$ cat config.mk
export PLATFORM = sky130hd
export DESIGN_NAME = anita3_event_readout
export DESIGN_NICKNAME = d
export VERILOG_FILES = /design/src/rtl/anita3_event_readout.sv
export SDC_FILE = /design/constraint.sdc
export NUM_CORES = 1
export LEC_CHECK = 0
export CAP_MARGIN = 10
export CORE_MARGIN = 2
export CORE_UTILIZATION = 55
export DETAILED_ROUTE_END_ITERATION = 8
export PLACE_DENSITY_LB_ADDON = 0.3
export REMOVE_ABC_BUFFERS = 1
export SLEW_MARGIN = 20
export SYNTH_ARGS = -nofsm -noshare
export SYNTH_HDL_FRONTEND = slang
export SYNTH_SLANG_ARGS = --single-unit
$ cat constraint.sdc
create_clock -name clk33_i -period 5.6 [get_ports clk33_i]
set_input_delay 0.84 -clock clk33_i [delete_from_list [all_inputs] [get_ports clk33_i]]
set_output_delay 0.84 -clock clk33_i [all_outputs]
set_load 0.01 [all_outputs]
$ cat src/rtl/anita3_event_readout.sv
// Event buffer readout for clk33: header beat, credit-limited word reads through a
// 2-entry skid FIFO onto a valid/ready stream, then buffer release and CDC holdoff.
module anita3_event_readout #(
    parameter int unsigned EVT_WORDS = 64,
    parameter int unsigned HOLDOFF   = 8,
    parameter logic [7:0]  MAGIC     = 8'hE5
) (
    input  logic        clk33_i,
    input  logic        rst_n_i,
    input  logic        enable_i,
    input  logic        evt_ready_i,
    output logic [5:0]  event_addr_o,
    input  logic [31:0] event_dat_i,
    output logic [31:0] m_tdata_o,
    output logic        m_tvalid_o,
    input  logic        m_tready_i,
    output logic        m_tlast_o,
    output logic        clr_evt_o,
    output logic [15:0] evt_count_o,
    output logic        busy_o
);
    // state    | meaning
    // S_IDLE   | waiting for enable_i && evt_ready_i
    // S_HEADER | push header beat, issue read of word 0
    // S_READ   | issue remaining reads as credit allows
    // S_DRAIN  | wait for FIFO empty and no read in flight
    // S_CLEAR  | clr_evt_o high for this one cycle
    // S_HOLD   | ignore evt_ready_i for HOLDOFF cycles
    typedef enum logic [2:0] {S_IDLE, S_HEADER, S_READ, S_DRAIN, S_CLEAR, S_HOLD} state_t;

    localparam logic [6:0] LP_LAST_IDX = 7'(EVT_WORDS - 1);
    localparam logic [7:0] LP_WORDS8   = 8'(EVT_WORDS);
    localparam logic [7:0] LP_HOLD_LD  = 8'(HOLDOFF - 1);

    state_t      r_state;
    logic [6:0]  r_idx;
    logic [5:0]  r_addr_last;
    logic        r_inflight;
    logic        r_inflight_last;
    logic [32:0] r_fifo [2];
    logic        r_wp;
    logic        r_rp;
    logic [1:0]  r_cnt;
    logic [7:0]  r_timer;
    logic        r_clr;
    logic        r_busy;
    logic [15:0] r_evt_count;

    logic        w_hdr_push;
    logic        w_push;
    logic        w_pop;
    logic [32:0] w_push_data;
    logic [2:0]  w_fill;
    logic        w_issue;
    logic        w_drain_done;

    // Occupancy after this edge, counting the word landing from the read issued last cycle.
    assign w_hdr_push   = (r_state == S_HEADER);
    assign w_pop        = (r_cnt != 2'd0) && m_tready_i;
    assign w_push       = w_hdr_push || r_inflight;
    assign w_push_data  = w_hdr_push ? {1'b0, MAGIC, r_evt_count, LP_WORDS8}
                                     : {r_inflight_last, event_dat_i};
    assign w_fill       = {1'b0, r_cnt} + {2'b0, r_inflight} + {2'b0, w_hdr_push} - {2'b0, w_pop};
    assign w_issue      = ((r_state == S_HEADER) || (r_state == S_READ)) && (w_fill < 3'd2);
    assign w_drain_done = (r_state == S_DRAIN) && (r_cnt == 2'd0) && !r_inflight;

    assign event_addr_o = w_issue ? r_idx[5:0] : r_addr_last;
    assign m_tvalid_o   = (r_cnt != 2'd0);
    assign m_tdata_o    = r_fifo[r_rp][31:0];
    assign m_tlast_o    = r_fifo[r_rp][32];
    assign clr_evt_o    = r_clr;
    assign evt_count_o  = r_evt_count;
    assign busy_o       = r_busy;

    always_ff @(posedge clk33_i or negedge rst_n_i) begin
        if (!rst_n_i) begin
            r_fifo[0] <= '0;
            r_fifo[1] <= '0;
            r_wp      <= 1'b0;
            r_rp      <= 1'b0;
            r_cnt     <= 2'd0;
        end else begin
            if (w_push) begin
                r_fifo[r_wp] <= w_push_data;
                r_wp         <= ~r_wp;
            end
            if (w_pop) begin
                r_rp <= ~r_rp;
            end
            r_cnt <= r_cnt + 2'(w_push) - 2'(w_pop);
        end
    end

    always_ff @(posedge clk33_i or negedge rst_n_i) begin
        if (!rst_n_i) begin
            r_inflight      <= 1'b0;
            r_inflight_last <= 1'b0;
            r_addr_last     <= 6'd0;
        end else begin
            r_inflight      <= w_issue;
            r_inflight_last <= w_issue && (r_idx == LP_LAST_IDX);
            if (w_issue) begin
                r_addr_last <= r_idx[5:0];
            end
        end
    end

    always_ff @(posedge clk33_i or negedge rst_n_i) begin
        if (!rst_n_i) begin
            r_state     <= S_IDLE;
            r_idx       <= 7'd0;
            r_timer     <= 8'd0;
            r_clr       <= 1'b0;
            r_busy      <= 1'b0;
            r_evt_count <= 16'd0;
        end else begin
            r_clr       <= 1'b0;
            r_evt_count <= r_evt_count + {15'd0, w_drain_done};
            case (r_state)
                S_IDLE: begin
                    r_idx <= 7'd0;
                    if (enable_i && evt_ready_i) begin
                        r_state <= S_HEADER;
                        r_busy  <= 1'b1;
                    end
                end
                S_HEADER, S_READ: begin
                    if (w_issue) begin
                        r_idx   <= r_idx + 7'd1;
                        r_state <= (r_idx == LP_LAST_IDX) ? S_DRAIN : S_READ;
                    end
                end
                S_DRAIN: begin
                    if (w_drain_done) begin
                        r_state <= S_CLEAR;
                        r_clr   <= 1'b1;
                    end
                end
                S_CLEAR: begin
                    r_state <= S_HOLD;
                    r_timer <= LP_HOLD_LD;
                end
                S_HOLD: begin
                    if (r_timer == 8'd0) begin
                        r_state <= S_IDLE;
                        r_busy  <= 1'b0;
                    end else begin
                        r_timer <= r_timer - 8'd1;
                    end
                end
                default: begin
                    r_state <= S_IDLE;
                    r_busy  <= 1'b0;
                end
            endcase
        end
    end
endmodule

==> Flow_metrics.wiki, run 1 <==
{| class="wikitable"
! Metric !! Value
|-
| Outcome || finished, final reports clean
|-
| Power per cell area || 591.8 nW/um^2
|-
| Die width || 101.5 um
|-
| Crit share post-route || 0.9390
|-
| Kind of critical path || flop to output port
|-
| Post-CTS Setup Bufs || 0
|-
| Asr flop ratio synth || 1.000
|-
| Worst path setup slack after routing || 341.8 ps
|-
| Post-synthesis register bit count || 114
|-
| DRC || 0
|-
| RSZ-0062 raised after global routing || no
|-
| Diode count || 0
|-
| Final instance area || 6848 um^2
|-
| Portion of synthesized cell area occupied by the leading cell type || 0.5455
|-
| Insertion delay to the later sink of the worst-skew pair || 510 ps
|-
| Post-Synthesis Mean Instance Area || 10.18 um^2
|-
| Number of standard cells after synthesis || 514
|-
| Cell Area, Placed || 6291 um^2
|-
| Gp weighted congestion || 0.8553
|-
| Yosys warning count || 0
|-
| Worst Setup EP || event_addr_o[3]
|-
| Placed wire-length estimate after detailed placement || 7.730 mm
|-
| Clock Sinks || 114
|-
| Accumulated negative setup slack || 0 ps
|-
| Global-route usage over all layers || 0.2499
|-
| Via density per instance || 5.527
|-
| Leading post-synthesis cells by cell area || dfrtp_1 55%, nand2_1 7.8%, o21ai_0 7.5%
|-
| Global-route wire length before repair || 19.89 mm
|-
| Number of nets in the layout || 653
|-
| Worst supply voltage drop on vdd || 0.4608 mV
|-
| Cell taking the most area after synthesis || dfrtp_1
|-
| Worst reg2reg path startpoint || r_state[0]
|-
| Peak fanout along the critical path || 14
|-
| Internal power consumption || 2.580 mW
|-
| Number of cells traversed by the worst register-to-register path || 11
|-
| Final ANT Viol Nets || 0
|-
| Hold buffer count at CTS || 0
|-
| Slew of the pin with the lowest slew margin || 730.3 ps
|-
| Share of cells above drive strength 1 || 0.1216
|-
| Dominant synthesized flop cell || dfrtp_1
|-
| End of the worst register-to-register path || r_idx[5]
|-
| PostCTS Resize Cnt || 0
|-
| Seq pwr share || 0.328
|-
| Relative contribution of combinational cells to total power || 0.424
|-
| Root buffer selected by CTS || clkbuf_8
|-
| DIE AREA || 10310 um^2
|-
| Total iterations of the first detailed-routing run || 4
|-
| Final slew viol count || 0
|-
| Final hold violation count || 0
|-
| Count of port buffers added during placement || 94
|-
| Global route overflow || 0
|-
| Final setup violation count || 0
|-
| Synth-to-Final Area Change || 30.93%
|-
| Crit start category || flop
|-
| Initial detailed-routing violation count || 209
|-
| Vias in the first global route || 4158
|-
| Area of the core || 9240 um^2
|-
| Final critical delay including setup and external delays || 5258 ps
|-
| Arrival time worst endpoint || 4420 ps
|-
| Final wirelength || 11.96 mm
|-
| Starting density of the core || 0.5660
|-
| Max H-tree Level || 4
|-
| Final core utilization || 0.7411
|-
| Maximum number of buffers from clock root to sink || 2
|-
| Maximum number of pins on one net before global-route repair || 67
|-
| Die span in y || 101.5 um
|-
| Commonest cells after routing, fill and taps aside || 114 x dfrtp_1, 108 x nand2_1, 93 x clkdlybuf4s50_1
|-
| Instance count after placement with tap cells included || 716
|-
| Setup slack of the worst register-to-register path || 1640 ps
|-
| Number of enable flip-flop cells after synthesis || 0
|-
| Post-synthesis cell type count || 47
|-
| Post-place setup slack || 581.7 ps
|-
| Switching power || 1.473 mW
|-
| Overall power || 4.053 mW
|-
| Total number of placement rows || 35
|-
| Post-Syn Area || 5230 um^2
|-
| Hold WC Path Type || primary input to async pin
|-
| Most frequent standard cell in the layout excluding fill and tap cells || dfrtp_1
|-
| Sequential cell area fraction in the yosys report || 0.5455
|-
| Max-Slew Margin vs Limit || 0.5131
|-
| Clock transition at path regs || 50 ps
|-
| Critical path endpoint category || output port
|-
| Final Instance Count excl. Fillers || 746
|-
| F_max || 0.1902 GHz
|-
| Proportion of power drawn by the clock network || 0.248
|-
| Hold Slack || 398.1 ps
|-
| Max-cap violations || 0
|-
| Initial antenna violation count || 0
|-
| CTS buffer count || 17
|-
| Required time at the worst-slack endpoint || 4760 ps
|-
| Vias || 4123
|-
| Switching part of the total power || 0.3635
|-
| Clock Skews || 9.995 ps
|-
| Leakage || 3.084 nW
|-
| TritonCTS clock tree || done
|-
| Top-level I/O count || 95
|-
| Launch point of the critical path || r_state[0]
|-
| Average wire per cell in the routed design || 16.03 um
|}
[state kept, by name, summed over array words and instances (netlist names)]
| name | flops |
|---|---|
| r_inflight | 1 |
| r_addr_last | 6 |
| r_rp | 1 |
| r_timer | 8 |
| busy_o | 1 |
| r_wp | 1 |
| evt_count_o | 16 |
| r_inflight_last | 1 |
| clr_evt_o | 1 |
| r_state | 3 |
| r_idx | 7 |
| r_fifo | 66 |
| r_cnt | 2 |
[critical path, cell delays in order, from the launching register on]
cell	delay, ps
dfrtp_1	600
inv_1	170
or3_1	610
inv_2	140
ha_1	240
a21o_1	190
fa_1	380
xnor2_1	180
or4_1	520
inv_1	180
nand2_1	90
nand2_1	80
clkdlybuf4s50_1	540
[Yosys cell counts, types with 2 or more instances]
cell type    n
xor2_1       6
dfrtp_1    114
or3_1       10
nand3b_1     2
xnor2_1     14
nor4_1       3
buf_2        4
or4_1        2
ha_1         9
a21o_1       2
nor4b_1      2
o311ai_0     2
o31a_1       2
nand2_1    108
o21ai_0     78
mux2i_1     18
mux2_2      33
nor2_1      14
nand3_1     13
and3_1       3
inv_1       12
nor3_1       7
a31oi_1      2
a211oi_1     2
a21oi_1      9
clkbuf_1    22
[power groups by stage]
stage / clock network, mW / registers (mW) / logic [mW]
after floorplan: 0 / 1.31 / 1.00
after global placement: 0 / 1.31 / 1.65
after detailed placement: 0 / 1.33 / 1.71
after CTS: 1.02 / 1.33 / 1.73
after global routing: 1.06 / 1.37 / 1.91
final: 1.00 / 1.33 / 1.72
[routing by layer]
layer  global-route usage  up-vias  wire (um)
li1                     -     1963          -
met1               0.3245     2025       5178
met2               0.4160      118       6004
met3              0.06004       17        594
met4              0.08108        0        183
met5                    0        -          0
[worst min path at each step]
stage / slack (ps) / from / endpoint
after floorplan: 440 / r_fifo[0] / r_fifo[0]
after detailed placement: 460 / r_addr_last[5] / r_addr_last[5]
after global routing: 450 / rst_n_i / r_fifo[6]
final: 400 / rst_n_i / r_fifo[24]
after CTS: 410 / rst_n_i / r_fifo[59]
after global placement: 460 / r_fifo[24] / r_fifo[24]
[cells by family (layout without fill, tap and decap cells)]
| kind of cell | count (synthesis) | count (layout) | share of synthesized area |
|---|---|---|---|
| flip-flops | 114 | 114 | 0.5455 |
| multiplexers | 51 | 51 | 0.1055 |
| adder cells (fa/ha/maj) | 11 | 11 | 0.02727 |
| AO/OA/AOI/OAI | 107 | 107 | 0.1141 |
| buffers and inverters | 40 | 143 | 0.02966 |
| AND/OR/NAND/NOR | 171 | 171 | 0.1445 |
| XOR/XNOR | 20 | 20 | 0.03349 |
[final cells by class]
class                   instances  area, um^2
clock buffers                  20       445.4
clock inverters                10       111.4
fillers                       640        2392
inverters                      13       48.80
multi-input cells             360        2245
flip-flops and latches        114        2853
well taps                     129       161.4
repair buffers                100       983.4
(Power assumes the default switching activity.)
==> run 2: changes to the inputs <==
--- a/config.mk
+++ b/config.mk
@@ -9,7 +9,7 @@
 export CORE_MARGIN = 2
 export CORE_UTILIZATION = 55
 export DETAILED_ROUTE_END_ITERATION = 8
-export PLACE_DENSITY_LB_ADDON = 0.3
+export PLACE_DENSITY = 0.93
 export REMOVE_ABC_BUFFERS = 1
 export SLEW_MARGIN = 20
 export SYNTH_ARGS = -nofsm -noshare
==> run 2 against run 1 <==
  * Setup slack got worse by 77 ps
  * Total power increased by 0.86%
  * Combinational power about the same
  * Maximum frequency decreased by 1.4%
  * Wire length increased by 3.0%
  * Clock power about the same
  * Critical endpoint is now event_addr_o[5]
==> Flow_metrics.wiki, run 2 (synthesized netlist as in run 1, its figures left out) <==
{| class="wikitable"
! Metric !! Value
|-
| Outcome || finished, final reports clean
|-
| Die span in y || 101.5 um (unchanged)
|-
| Total number of placement rows || 35 (unchanged)
|-
| Worst reg2reg path startpoint || r_state[0]
|-
| Vias in the first global route || 4304 (+3.5%)
|-
| Placed wire-length estimate after detailed placement || 8.198 mm (+6.1%)
|-
| Setup slack of the worst register-to-register path || 1540 ps (-100 ps)
|-
| Number of cells traversed by the worst register-to-register path || 11 (unchanged)
|-
| Leakage || 3.094 nW (+0.33%)
|-
| Via density per instance || 5.563 (+0.65%)
|-
| Area of the core || 9240 um^2 (unchanged)
|-
| Final ANT Viol Nets || 0 (unchanged)
|-
| Sum of buffers and inverters on the critical path || 4 (unchanged)
|-
| Initial antenna violation count || 0 (unchanged)
|-
| Number of nets in the layout || 653 (unchanged)
|-
| Starting density of the core || 0.5660 (unchanged)
|-
| Final wirelength || 12.32 mm (+3.0%)
|-
| FILL cells || 613 (-4.2%)
|-
| Maximum number of pins on one net before global-route repair || 63 (-6.0%)
|-
| Average wire per cell in the routed design || 16.47 um (+2.7%)
|-
| Family of cells with the greatest summed delay on the critical path || simple AND/OR/NAND/NOR gates
|-
| Largest reg by FF count || r_fifo
|-
| Insertion delay to the later sink of the worst-skew pair || 510 ps (about the same)
|-
| Launch point of the critical path || r_state[0]
|-
| F_max || 0.1874 GHz (-1.4%)
|-
| Die width || 101.5 um (unchanged)
|-
| Final critical delay including setup and external delays || 5335 ps (+76.87 ps)
|-
| Worst path setup slack after routing || 264.9 ps (-76.87 ps)
|-
| DRC || 0 (unchanged)
|-
| Global-route usage over all layers || 0.2573 (+0.007423)
|-
| Final slew viol count || 0 (unchanged)
|-
| Critical path endpoint category || output port
|-
| RSZ-0062 raised after global routing || no
|-
| Worst Setup EP || event_addr_o[5]
|-
| Max H-tree Level || 4 (unchanged)
|-
| Number of logic stages on the critical path including buffering || 12 (unchanged)
|-
| Hold Slack || 357.4 ps (-40.68 ps)
|-
| PostCTS Resize Cnt || 0 (unchanged)
|-
| Root buffer selected by CTS || clkbuf_8
|-
| Arrival time worst endpoint || 4500 ps (+80 ps)
|-
| Synth-to-Final Area Change || 31.27%
|-
| Flip-flop count of the largest register, all copies and words added || 66 (unchanged)
|-
| Final setup violation count || 0 (unchanged)
|-
| Slowest stage cell on the critical path || dfrtp_1
|-
| Gp weighted congestion || 0.8390 (-1.9%)
|-
| Clock transition at path regs || 60 ps (about the same)
|-
| Max-cap violations || 0 (unchanged)
|-
| Crit share post-route || 0.9527 (+0.01373)
|-
| Crit start category || flop
|-
| Final hold violation count || 0 (unchanged)
|-
| Hold buffer count at CTS || 0 (unchanged)
|-
| Global route overflow || 0 (unchanged)
|-
| Clock Sinks || 114 (unchanged)
|-
| Post-place setup slack || 508.0 ps (-73.66 ps)
|-
| Most frequent standard cell in the layout excluding fill and tap cells || dfrtp_1
|-
| CP max stage delay || 610 ps (about the same)
|-
| Count of port buffers added during placement || 94 (unchanged)
|-
| Initial detailed-routing violation count || 210 (+0.48%)
|-
| Slew of the pin with the lowest slew margin || 775.0 ps (+44.63 ps)
|-
| Peak fanout along the critical path || 14 (unchanged)
|-
| CTS buffer count || 17 (unchanged)
|-
| Vias || 4161 (+0.92%)
|-
| DIE AREA || 10310 um^2 (unchanged)
|-
| Total iterations of the first detailed-routing run || 5 (+1)
|-
| End of the worst register-to-register path || r_idx[5]
|-
| Post-CTS Setup Bufs || 0 (unchanged)
|-
| Worst supply voltage drop on vdd || 0.4406 mV (-4.4%)
|-
| Kind of critical path || flop to output port
|-
| Hold WC Path Type || primary input to async pin
|-
| Accumulated negative setup slack || 0 ps (unchanged)
|-
| Maximum number of buffers from clock root to sink || 2 (unchanged)
|-
| TritonCTS clock tree || done
|-
| Commonest cells after routing, fill and taps aside || 114 x dfrtp_1, 108 x nand2_1, 93 x clkdlybuf4s50_1
|-
| Diode count || 0 (unchanged)
|-
| Area taken by flip-flops and latches || 2853 um^2 (unchanged)
|-
| Area of the multi-input gates || 2245 um^2 (unchanged)
|-
| Required time at the worst-slack endpoint || 4760 ps (about the same)
|-
| Max-Slew Margin vs Limit || 0.4809 (-0.03217)
|-
| Top-level I/O count || 95 (unchanged)
|-
| Global-route wire length before repair || 20.54 mm (+3.3%)
|-
| Clock Skews || 6.116 ps (-3.879 ps)
|-
| Share of cells above drive strength 1 || 0.1260 (+0.004454)
|-
| Power per cell area || 595.4 nW/um^2 (+0.60%)
|-
| Ordered list of cells on the worst path || inv_1 > or3_1 > inv_2 > ha_1 > a21o_1 > fa_1 > xnor2_1 > or4_1 > inv_1 > nand2_1 > nand2_1 > clkdlybuf4s50_1
|}
[run 2: report_power, final]
part           total [mW]  leakage, nW  switching, mW  internal [mW]
Sequential           1.33         1.47          0.216           1.12
Combinational        1.73         1.34          0.908          0.819
Clock                1.03        0.278          0.392          0.635
Total                4.09         3.09           1.52           2.57
[run 2: worst min path at each step]
stage,from,to,slack [ps]
detailed placement,r_addr_last[2],r_addr_last[2],460
CTS,rst_n_i,r_addr_last[3],370
global placement,r_fifo[7],r_fifo[7],460
finish,rst_n_i,r_addr_last[3],360
floorplan,r_fifo[0],r_fifo[0],440
global route,rst_n_i,r_addr_last[0],390
[run 2: area by class of cell]
type	count	area share
Sequential cell	114	0.4155
Multi-Input combinational cell	360	0.3270
Timing Repair Buffer	100	0.1432
Clock buffer	17	0.06032
Tap cell	129	0.02351
Clock inverter	15	0.02333
Inverter	13	0.007108
[run 2: layer usage]
layer / routed length (um) / track usage
met1: 5163 / 0.3172
met2: 6461 / 0.4459
met5: 0 / 0
met3: 569 / 0.06142
met4: 122 / 0.08524
[run 2: per-stage QoR]
stage / total power, mW / cell area, um^2 / utilization / std cells
3_5_place_dp: 3.055 / 6291 / 0.6808 / 716
4_1_cts: 4.102 / 6865 / 0.7430 / 748
6_report: 4.087 / 6865 / 0.7430 / 748
5_1_grt: 4.354 / 6865 / 0.7430 / 748
3_3_place_gp: 2.943 / 6291 / 0.6808 / 716
2_1_floorplan: 2.313 / 5124 / - / 487
==> run 3: changes to the inputs <==
--- a/config.mk
+++ b/config.mk
@@ -9,7 +9,7 @@
 export CORE_MARGIN = 2
 export CORE_UTILIZATION = 55
 export DETAILED_ROUTE_END_ITERATION = 8
-export PLACE_DENSITY = 0.93
+export PLACE_DENSITY = 0.89
 export REMOVE_ABC_BUFFERS = 1
 export SLEW_MARGIN = 20
 export SYNTH_ARGS = -nofsm -noshare
==> run 3 against run 2 <==
  * Clock skew increased by 3.6 ps
  * First-iteration DRC count decreased by 14%
  * Critical path type unchanged
  * Maximum frequency increased by 0.88%
  * Cell area increased by 0.29%
  * Hold slack improved by 8.2 ps
  * Global-route usage decreased by 0.10 points
  * Die area unchanged
  * Total power increased by 1.2%
  * Register-to-register slack improved by 80 ps
  * Largest power group unchanged
  * Highest routed layer unchanged
==> Flow_metrics.wiki, run 3 (synthesized netlist as in run 1, its figures left out) <==
{| class="wikitable"
! Metric !! Value
|-
| Die span in y || 101.5 um (unchanged)
|-
| Max-Slew Margin vs Limit || 0.5175 (+0.03657)
|-
| Worst supply voltage drop on vdd || 0.3832 mV (-13%)
|-
| Max-cap violations || 0 (unchanged)
|-
| Commonest cells after routing, fill and taps aside || 114 x dfrtp_1, 108 x nand2_1, 93 x clkdlybuf4s50_1
|-
| Critical path endpoint category || output port
|-
| Clock Skews || 9.667 ps (+3.551 ps)
|-
| Global route overflow || 0 (unchanged)
|-
| Area of the core || 9240 um^2 (unchanged)
|-
| Most frequent standard cell in the layout excluding fill and tap cells || dfrtp_1
|-
| F_max || 0.1891 GHz (+0.88%)
|-
| Via density per instance || 5.561 (about the same)
|-
| Final wirelength || 12.37 mm (+0.45%)
|-
| Average wire per cell in the routed design || 16.54 um (+0.45%)
|-
| Global-route usage over all layers || 0.2563 (-0.0009961)
|-
| Total iterations of the first detailed-routing run || 4 (-1)
|-
| Accumulated negative setup slack || 0 ps (unchanged)
|-
| Final slew viol count || 0 (unchanged)
|-
| DRC || 0 (unchanged)
|-
| Final setup violation count || 0 (unchanged)
|-
| Power per cell area || 600.5 nW/um^2 (+0.86%)
|-
| Maximum number of buffers from clock root to sink || 2 (unchanged)
|-
| Initial antenna violation count || 0 (unchanged)
|-
| Global-route wire length before repair || 20.52 mm (-0.10%)
|-
| Slew of the pin with the lowest slew margin || 723.7 ps (-51.24 ps)
|-
| TritonCTS clock tree || done
|-
| Final hold violation count || 0 (unchanged)
|-
| Initial detailed-routing violation count || 181 (-14%)
|-
| Post-CTS Setup Bufs || 0 (unchanged)
|-
| RSZ-0062 raised after global routing || no
|-
| Kind of critical path || flop to output port
|-
| PostCTS Resize Cnt || 0 (unchanged)
|-
| Total number of placement rows || 35 (unchanged)
|-
| Die width || 101.5 um (unchanged)
|-
| Number of nets in the layout || 653 (unchanged)
|-
| Max H-tree Level || 4 (unchanged)
|-
| Top-level I/O count || 95 (unchanged)
|-
| Crit start category || flop
|-
| Largest reg by FF count || r_fifo
|-
| Diode count || 0 (unchanged)
|-
| Crit share post-route || 0.9444 (-0.008293)
|-
| Count of port buffers added during placement || 94 (unchanged)
|-
| Hold buffer count at CTS || 0 (unchanged)
|-
| Clock transition at path regs || 60 ps (about the same)
|-
| Starting density of the core || 0.5660 (unchanged)
|-
| Arrival time worst endpoint || 4450 ps (-50 ps)
|-
| Clock Sinks || 114 (unchanged)
|-
| Share of cells above drive strength 1 || 0.1228 (-0.003231)
|-
| Root buffer selected by CTS || clkbuf_8
|-
| Leakage || 3.089 nW (-0.17%)
|-
| Hold Slack || 365.6 ps (+8.208 ps)
|-
| Maximum number of pins on one net before global-route repair || 60 (-4.8%)
|-
| Required time at the worst-slack endpoint || 4760 ps (about the same)
|-
| Vias in the first global route || 4193 (-2.6%)
|-
| Vias || 4160 (-0.024%)
|-
| Insertion delay to the later sink of the worst-skew pair || 510 ps (about the same)
|-
| Final ANT Viol Nets || 0 (unchanged)
|-
| Peak fanout along the critical path || 14 (unchanged)
|-
| Placed wire-length estimate after detailed placement || 8.024 mm (-2.1%)
|-
| Synth-to-Final Area Change || 31.65%
|-
| Flip-flop count of the largest register, all copies and words added || 66 (unchanged)
|-
| CTS buffer count || 17 (unchanged)
|-
| Final critical delay including setup and external delays || 5289 ps (-46.44 ps)
|-
| Number of cells traversed by the worst register-to-register path || 11 (unchanged)
|-
| DIE AREA || 10310 um^2 (unchanged)
|-
| Outcome || finished, final reports clean
|-
| Setup slack of the worst register-to-register path || 1620 ps (+80 ps)
|-
| Hold WC Path Type || primary input to async pin
|-
| Gp weighted congestion || 0.9050 (+7.9%)
|}
==> run 3: changes by cell type in the layout (fill, tap and decap cells not counted) <==
cell,before,now
clkinv_2,3,1
bufinv_16,2,3
clkinvlp_4,2,5
inv_6,2,0
clkbuf_8,1,2
clkbuf_1,0,2
clkinv_4,6,3
==> run 3: metal layers <==
metal  global-route usage  vias up  share of wire
met1               0.3339     2048           0.42
met4              0.06549        0         0.0087
met2               0.4332      138           0.51
li1                     -     1962              -
met3              0.06211       12          0.058
met5                    0        -              0
==> run 3: final timing paths <==
check | from | endpoint
setup / recovery | r_state[0] | event_addr_o[0]
hold / removal | rst_n_i | r_fifo[29]
setup reg to reg | r_state[0] | r_idx[5]
hold reg to reg | r_addr_last[4] | r_addr_last[4]
max in group asynchronous | rst_n_i | r_state[0]
min in group clk33_i | r_addr_last[4] | r_addr_last[4]
==> run 3: power by group <==
part           total, mW  switching [mW]  internal [mW]
sequential          1.33           0.215           1.12
clock               1.07           0.382          0.689
combinational       1.73           0.913          0.819
total               4.13            1.51           2.62
==> run 3: per-stage QoR <==
stage	worst slack (ps)	instance area, um^2	power, mW	util	std cells
after floorplan	1120	5124	2.313	-	487
after global placement	683.2	6291	2.948	0.6808	716
after detailed placement	563.9	6291	3.046	0.6808	716
after CTS	309.2	6885	4.157	0.7452	748
after global routing	16.10	6885	4.412	0.7452	748
final	311.4	6885	4.134	0.7452	748
==> run 3: cell type report <==
type                    instances  area (um^2)
fillers                       624         2355
repair buffers                100        983.4
flip-flops and latches        114         2853
multi-input cells             360         2245
clock inverters                12        158.9
clock buffers                  20        435.4
inverters                      13        48.80
well taps                     129        161.4
==> run 3: critical path, cell delays in order (launching register included) <==
cell and delay (ps):
dfrtp_1 590, inv_1 170, or3_1 610, inv_2 130, ha_1 230, a21o_1 190
fa_1 380, xnor2_1 190, or4_1 550, inv_1 190, nand2_1 80, nand2_1 80
clkdlybuf4s50_1 540
